### config.mk
export PLATFORM = sky130hd
export DESIGN_NAME = csa_mul_iter
export DESIGN_NICKNAME = d
export VERILOG_FILES = /design/src/rtl/csa_mul_iter.sv
export SDC_FILE = /design/constraint.sdc
export NUM_CORES = 2
export LEC_CHECK = 0
export BUFFER_PORTS_ARGS = -buffer_cell sky130_fd_sc_hd__buf_2
export CAP_MARGIN = 25
export CELL_PAD_IN_SITES_DETAIL_PLACEMENT = 0
export CELL_PAD_IN_SITES_GLOBAL_PLACEMENT = 2
export CORE_ASPECT_RATIO = 0.7
export CORE_MARGIN = 8
export CORE_UTILIZATION = 40
export CTS_CLUSTER_DIAMETER = 50
export CTS_CLUSTER_SIZE = 40
export DETAILED_ROUTE_END_ITERATION = 10
export MAX_ROUTING_LAYER = met4
export PLACE_DENSITY = 0.92
export SLEW_MARGIN = 20
export SYNTH_ARGS = -nofsm -noshare
export SYNTH_HDL_FRONTEND = slang
export SYNTH_SLANG_ARGS = --single-unit
export TNS_END_PERCENT = 30
### constraint.sdc
create_clock -name clk_in -period 8.75 [get_ports clk_in]
set_input_delay 1.3125 -clock clk_in [delete_from_list [all_inputs] [get_ports clk_in]]
set_output_delay 1.3125 -clock clk_in [all_outputs]
set_load 0.01 [all_outputs]
### src/rtl/csa_mul_iter.sv
// Iterative carry-save multiplier: K multiplier bits per ACCUM cycle into a redundant
// sum/carry pair, then one carry-propagate add with sign fix-up.
//   state   | meaning
//   IDLE    | waiting for an operation, in_ready=1
//   ACCUM   | N carry-save accumulation cycles
//   RESOLVE | sum+carry, negate if needed, select half
//   DONE    | result held with out_valid until accepted
module csa_mul_iter #(
  parameter int WIDTH          = 32,
  parameter int BITS_PER_CYCLE = 4,
  parameter int TAG_WIDTH      = 5
) (
  input  logic                 clk_in,
  input  logic                 rst_in,
  input  logic                 rdy_in,
  input  logic                 clear_in,
  input  logic                 in_valid,
  output logic                 in_ready,
  input  logic [1:0]           in_op,
  input  logic [WIDTH-1:0]     in_a,
  input  logic [WIDTH-1:0]     in_b,
  input  logic [TAG_WIDTH-1:0] in_tag,
  output logic                 out_valid,
  input  logic                 out_ready,
  output logic [WIDTH-1:0]     out_result,
  output logic [TAG_WIDTH-1:0] out_tag
);
  localparam int N  = WIDTH / BITS_PER_CYCLE;
  localparam int CW = (N > 1) ? $clog2(N) : 1;
  localparam int PW = 2 * WIDTH;

  typedef enum logic [1:0] {S_IDLE, S_ACCUM, S_RESOLVE, S_DONE} state_t;
  state_t state_q, state_d;

  logic [1:0]           op_q;
  logic [TAG_WIDTH-1:0] tag_q;
  logic                 neg_q;
  logic [PW-1:0]        mcand_q, sum_q, carry_q;
  logic [WIDTH-1:0]     mplier_q, result_q;
  logic [CW-1:0]        cnt_q;

  logic                 a_sgn, b_sgn, last_iter;
  logic [WIDTH-1:0]     a_mag, b_mag;
  logic [PW-1:0]        csa_s, csa_c, pp, prod, prod_fix;

  // MUL is treated as MULH: the low half does not depend on signedness
  assign a_sgn     = (in_op != 2'b11) & in_a[WIDTH-1];
  assign b_sgn     = ~in_op[1] & in_b[WIDTH-1];
  assign a_mag     = a_sgn ? -in_a : in_a;
  assign b_mag     = b_sgn ? -in_b : in_b;
  assign last_iter = (cnt_q == CW'(N - 1));

  always_comb begin
    csa_s = sum_q;
    csa_c = carry_q;
    pp    = '0;
    for (int j = 0; j < BITS_PER_CYCLE; j++) begin
      pp = mplier_q[j] ? (mcand_q << j) : '0;
      {csa_c, csa_s} = {((csa_s & csa_c) | (csa_s & pp) | (csa_c & pp)) << 1,
                        csa_s ^ csa_c ^ pp};
    end
  end

  assign prod     = sum_q + carry_q;
  assign prod_fix = neg_q ? -prod : prod;

  always_comb begin
    state_d = state_q;
    case (state_q)
      S_IDLE:    if (in_valid) state_d = S_ACCUM;
      S_ACCUM:   if (last_iter) state_d = S_RESOLVE;
      S_RESOLVE: state_d = S_DONE;
      S_DONE:    if (out_ready) state_d = S_IDLE;
      default:   state_d = S_IDLE;
    endcase
    if (clear_in) state_d = S_IDLE;
  end

  always_ff @(posedge clk_in) begin
    if (rst_in)      state_q <= S_IDLE;
    else if (rdy_in) state_q <= state_d;
  end

  always_ff @(posedge clk_in) begin
    if (rst_in) begin
      op_q     <= '0;
      tag_q    <= '0;
      neg_q    <= 1'b0;
      mcand_q  <= '0;
      mplier_q <= '0;
      sum_q    <= '0;
      carry_q  <= '0;
      cnt_q    <= '0;
      result_q <= '0;
    end else if (rdy_in && !clear_in) begin
      case (state_q)
        S_IDLE: if (in_valid) begin
          op_q     <= in_op;
          tag_q    <= in_tag;
          neg_q    <= a_sgn ^ b_sgn;
          mcand_q  <= {{WIDTH{1'b0}}, a_mag};
          mplier_q <= b_mag;
          sum_q    <= '0;
          carry_q  <= '0;
          cnt_q    <= '0;
        end
        S_ACCUM: begin
          sum_q    <= csa_s;
          carry_q  <= csa_c;
          mcand_q  <= mcand_q << BITS_PER_CYCLE;
          mplier_q <= mplier_q >> BITS_PER_CYCLE;
          cnt_q    <= cnt_q + CW'(1);
        end
        S_RESOLVE:
          result_q <= (op_q == 2'b00) ? prod_fix[WIDTH-1:0] : prod_fix[PW-1:WIDTH];
        default: ;
      endcase
    end
  end

  assign in_ready   = (state_q == S_IDLE);
  assign out_valid  = (state_q == S_DONE);
  assign out_result = result_q;
  assign out_tag    = tag_q;
endmodule

==> flow_summary_export.csv <==
group,metric,value,unit
status,outcome,"complete, no violations",
yosys,synth_edf_count,0,
clock_tree,cts_buffer_depth,3,
yosys,syn-num-nets,3691,
worst_setup_path,cp.required,9.21,ns
final_layout,final_nets,3658,
yosys,ys_types,100,
routing,drt-wirelength-per-cell,21.0,um
grt,overflow,0,
die,dieWidth,318,um
yosys,synth_most_common_cell,"nand2_1",
clock_tree,clk_latency,0.58,ns
final_layout,n_fill_cell,6374,
yosys,synth_top_area_share,20.8,%
worst_setup_path,worst_setup_path_end_kind,"flip-flop",
worst_setup_path,worst_setup_path_start_kind,"flip-flop",
die,die_area,72200,um^2
clock_tree,cts.htree.levels,2,
final_layout,layout-drive-gt1-share,8.20,%
power_and_ir_drop,p_clk_share,52.0,%
power_and_ir_drop,p_comb_share,8.0,%
clock_tree,cts_hold_buf,0,
sta,rsz0062_at_grt,"false",
yosys,ys_warn_count,0,
yosys,ys_ff_latch,265,
sta,fin_tns_setup,0,ns
routing,ant_nets,0,
yosys,syn-instance-count,3298,
yosys,synth_mux_area_share,0.634,%
die,die_h,227,um
placement,dp_hpwl,66300,um
routing,drc,0,
worst_setup_path,crit_fanout,11,
routing,drtIter0Drc,2210,
power_and_ir_drop,p_per_area,111,nW/um^2
routing,routed_via_density,5.84,
clock_tree,post_cts_resize_count,0,
clock_tree,cts.sinks,265,
clock_tree,clock-root-buffer,"clkbuf_16",
yosys,synth_flop_cell,"dfxtp_1",
final_layout,n_antenna_cell,0,
sta,slew_viol_final,0,
yosys,synth_top_family_by_area,"simple AND/OR/NAND/NOR gates",
worst_setup_path,cpPeakStageDelay,0.63,ns
grt,grt_antenna_before_repair,0,
min_path,hp-class,"flip-flop to flip-flop",
die,initial_utilization,40.4,%
die,ios,116,
flow_run,drv_cap,0,
final_layout,multi_input_area,18400,um^2
grt,grt_max_degree,102,
clock_tree,cts.clk_slew.worst_paths,0.06,ns
yosys,syn_area,25500,um^2
yosys,synthAdderAreaFrac,22.7,%
yosys,synthTopCellsByCount,"503 x nand2_1, 337 x a21oi_1, 271 x inv_1",
sta,finalHoldViolCount,0,
clock_tree,cts_tree,"done",
yosys,synth_area_leader_cell,"dfxtp_1",
power_and_ir_drop,p_sw,0.878,mW
die,core,63100,um^2
die,rows,77,
sta,finalCritPeriodShare,60.7,%
power_and_ir_drop,total_power,3.10,mW
yosys,synth_compound_area_share,19.5,%
routing,drtPass1Iterations,6,
yosys,synth_area_leaders,"dfxtp_1 21%, fa_1 19%, nand2_1 7.4%, a21oi_1 6.6%, and2_1 5.0%",
power_and_ir_drop,p_int,2.22,mW
worst_setup_path,cp_slowest_cell,"nor4b_1",
clock_tree,numCtsBuffers,37,
sta,max_freq,188,MHz
sta,worstMarginPinSlew,1.06,ns
yosys,yosys.area_share.simple,25.6,%
sta,finalSetupViolCount,0,
grt,grt.total_usage,24.3,%
grt,grt_pass1_wl,138000,um
worst_setup_path,cp_cell_sequence,"ha_1, fa_1, xor2_1, or4_1, nor3_2, nand4_1, nor4b_1, nand3_1, or3_1, or3_4, or4_1, a311oi_1",
final_layout,seq_area,5310,um^2
clock_tree,post_cts.repair.setup_buffers,0,
worst_setup_path,path_common_cell,"or4_1",
power_and_ir_drop,p_leak,11.6,nW
routing,route.final.wire_length,86600,um
yosys,yosysSeqAreaShare,20.8,%
routing,vias,24100,
power_and_ir_drop,ir_worst_vdd,0.000113,V
power_and_ir_drop,pwr-share-seq,40.0,%
placement,io_buffers,115,
worst_setup_path,crit_arrival,5.77,ns
yosys,synth-xor-area-share,3.51,%
sta,skew,0.0375,ns
worst_setup_path,crit_type,"flip-flop to flip-flop",
grt,grt_pass1_vias,23500,
final_layout,fin_util,44.1,%
sta,period_minus_slack,5.31,ns
final_layout,area_growth,9.14,%
yosys,syn_area_per_cell,7.72,um^2
placement,gp_congestion,0.956,
power_and_ir_drop,swShare,28.4,%
yosys,synthArstFlopShare,0,%
sta,relSlewSlack,28.6,%
-- per-stage QoR --
stage          instances  setup WS [ns]  instance area, um^2  hold WS (ns)
2_1_floorplan       3298           4.37                25500         0.432
3_3_place_gp        4054           3.48                26500         0.438
4_1_cts             4121           3.49                27800         0.455
5_1_grt             4122           3.03                27800         0.472
6_report            4122           3.44                27800         0.454
3_5_place_dp        4054           3.55                26500         0.447
-- critical path: cells and delay by family, from the launching register on --
kind / cells / cell delay (ns)
and+or+nand+nor: 8 / 3.62
adders and majority gates: 2 / 0.73
DFF: 1 / 0.35
AOI/OAI and AO/OA: 1 / 0.26
xor gates and xnor gates: 1 / 0.24
-- power groups by stage --
stage          clock network, mW  registers (mW)  logic, mW
6_report                    1.61            1.24      0.248
3_3_place_gp                   0            1.26      0.242
3_5_place_dp                   0            1.26      0.246
2_1_floorplan                  0            1.26      0.160
5_1_grt                     1.70            1.24      0.273
4_1_cts                     1.65            1.24      0.246
-- layout make-up --
cell class	instances	share of cell area [%]
Inverter	272	3.67
Tap cell	829	3.73
Sequential cell	265	19.1
Multi-Input combinational cell	2551	66.0
Clock buffer	44	3.69
Timing Repair Buffer	138	2.73
Clock inverter	23	1.05
-- flip-flops by register name, summed over array words and instances, names as in the netlist --
register    cells
sum_q          64
neg_q           1
mplier_q       32
mcand_q        64
carry_q        60
cnt_q           3
out_result     32
state_q         2
op_q            2
out_tag         5
-- logic make-up after synthesis --
kind of cell    after synthesis
buf+inv                     482
xor+xnor                    102
simple gates               1334
flops                       265
fa+ha+maj                   316
mux                          16
compound gates              783
-- cells in the final DEF (no fill, tap or decap), drive strengths merged, types with 10 or more instances in the layout --
cell,n
a211oi,29
a21o,15
a21oi,343
a22oi,10
a31oi,43
and2,203
and3,21
and4,12
buf,136
clkbuf,46
clkinv,11
dfxtp,265
fa,243
ha,73
inv,277
mux2i,15
nand2,505
nand2b,11
nand3,221
nand4,43
nor2,150
nor3,53
nor4,21
o211ai,46
o21a,11
o21ai,132
o311ai,10
o31ai,15
o41ai,11
or2,20
or3,26
or4,14
xnor2,54
xor2,48
-- path summary, 6_finish.rpt --
kind                                        to  depth (start not counted)  slack (ns)          start
worst max-delay path            out_result[29]                         12        3.44       sum_q[4]
worst min-delay path             out_result[8]                          2        0.45  out_result[8]
worst max register to register  out_result[29]                         12        3.44       sum_q[4]
worst min register to register   out_result[8]                          2        0.45  out_result[8]
-- per-layer routing --
metal	global-route usage [%]	routed length (um)	share of wire (%)	vias up
met3	3.28	5480	6.3	82
li1	-	-	-	11300
met2	36.1	37400	43	796
met1	35.4	42600	49	12000
met5	-	0	0	-
met4	4.54	1160	1.3	0
No activity file was read; power rests on OpenSTA's default activity.
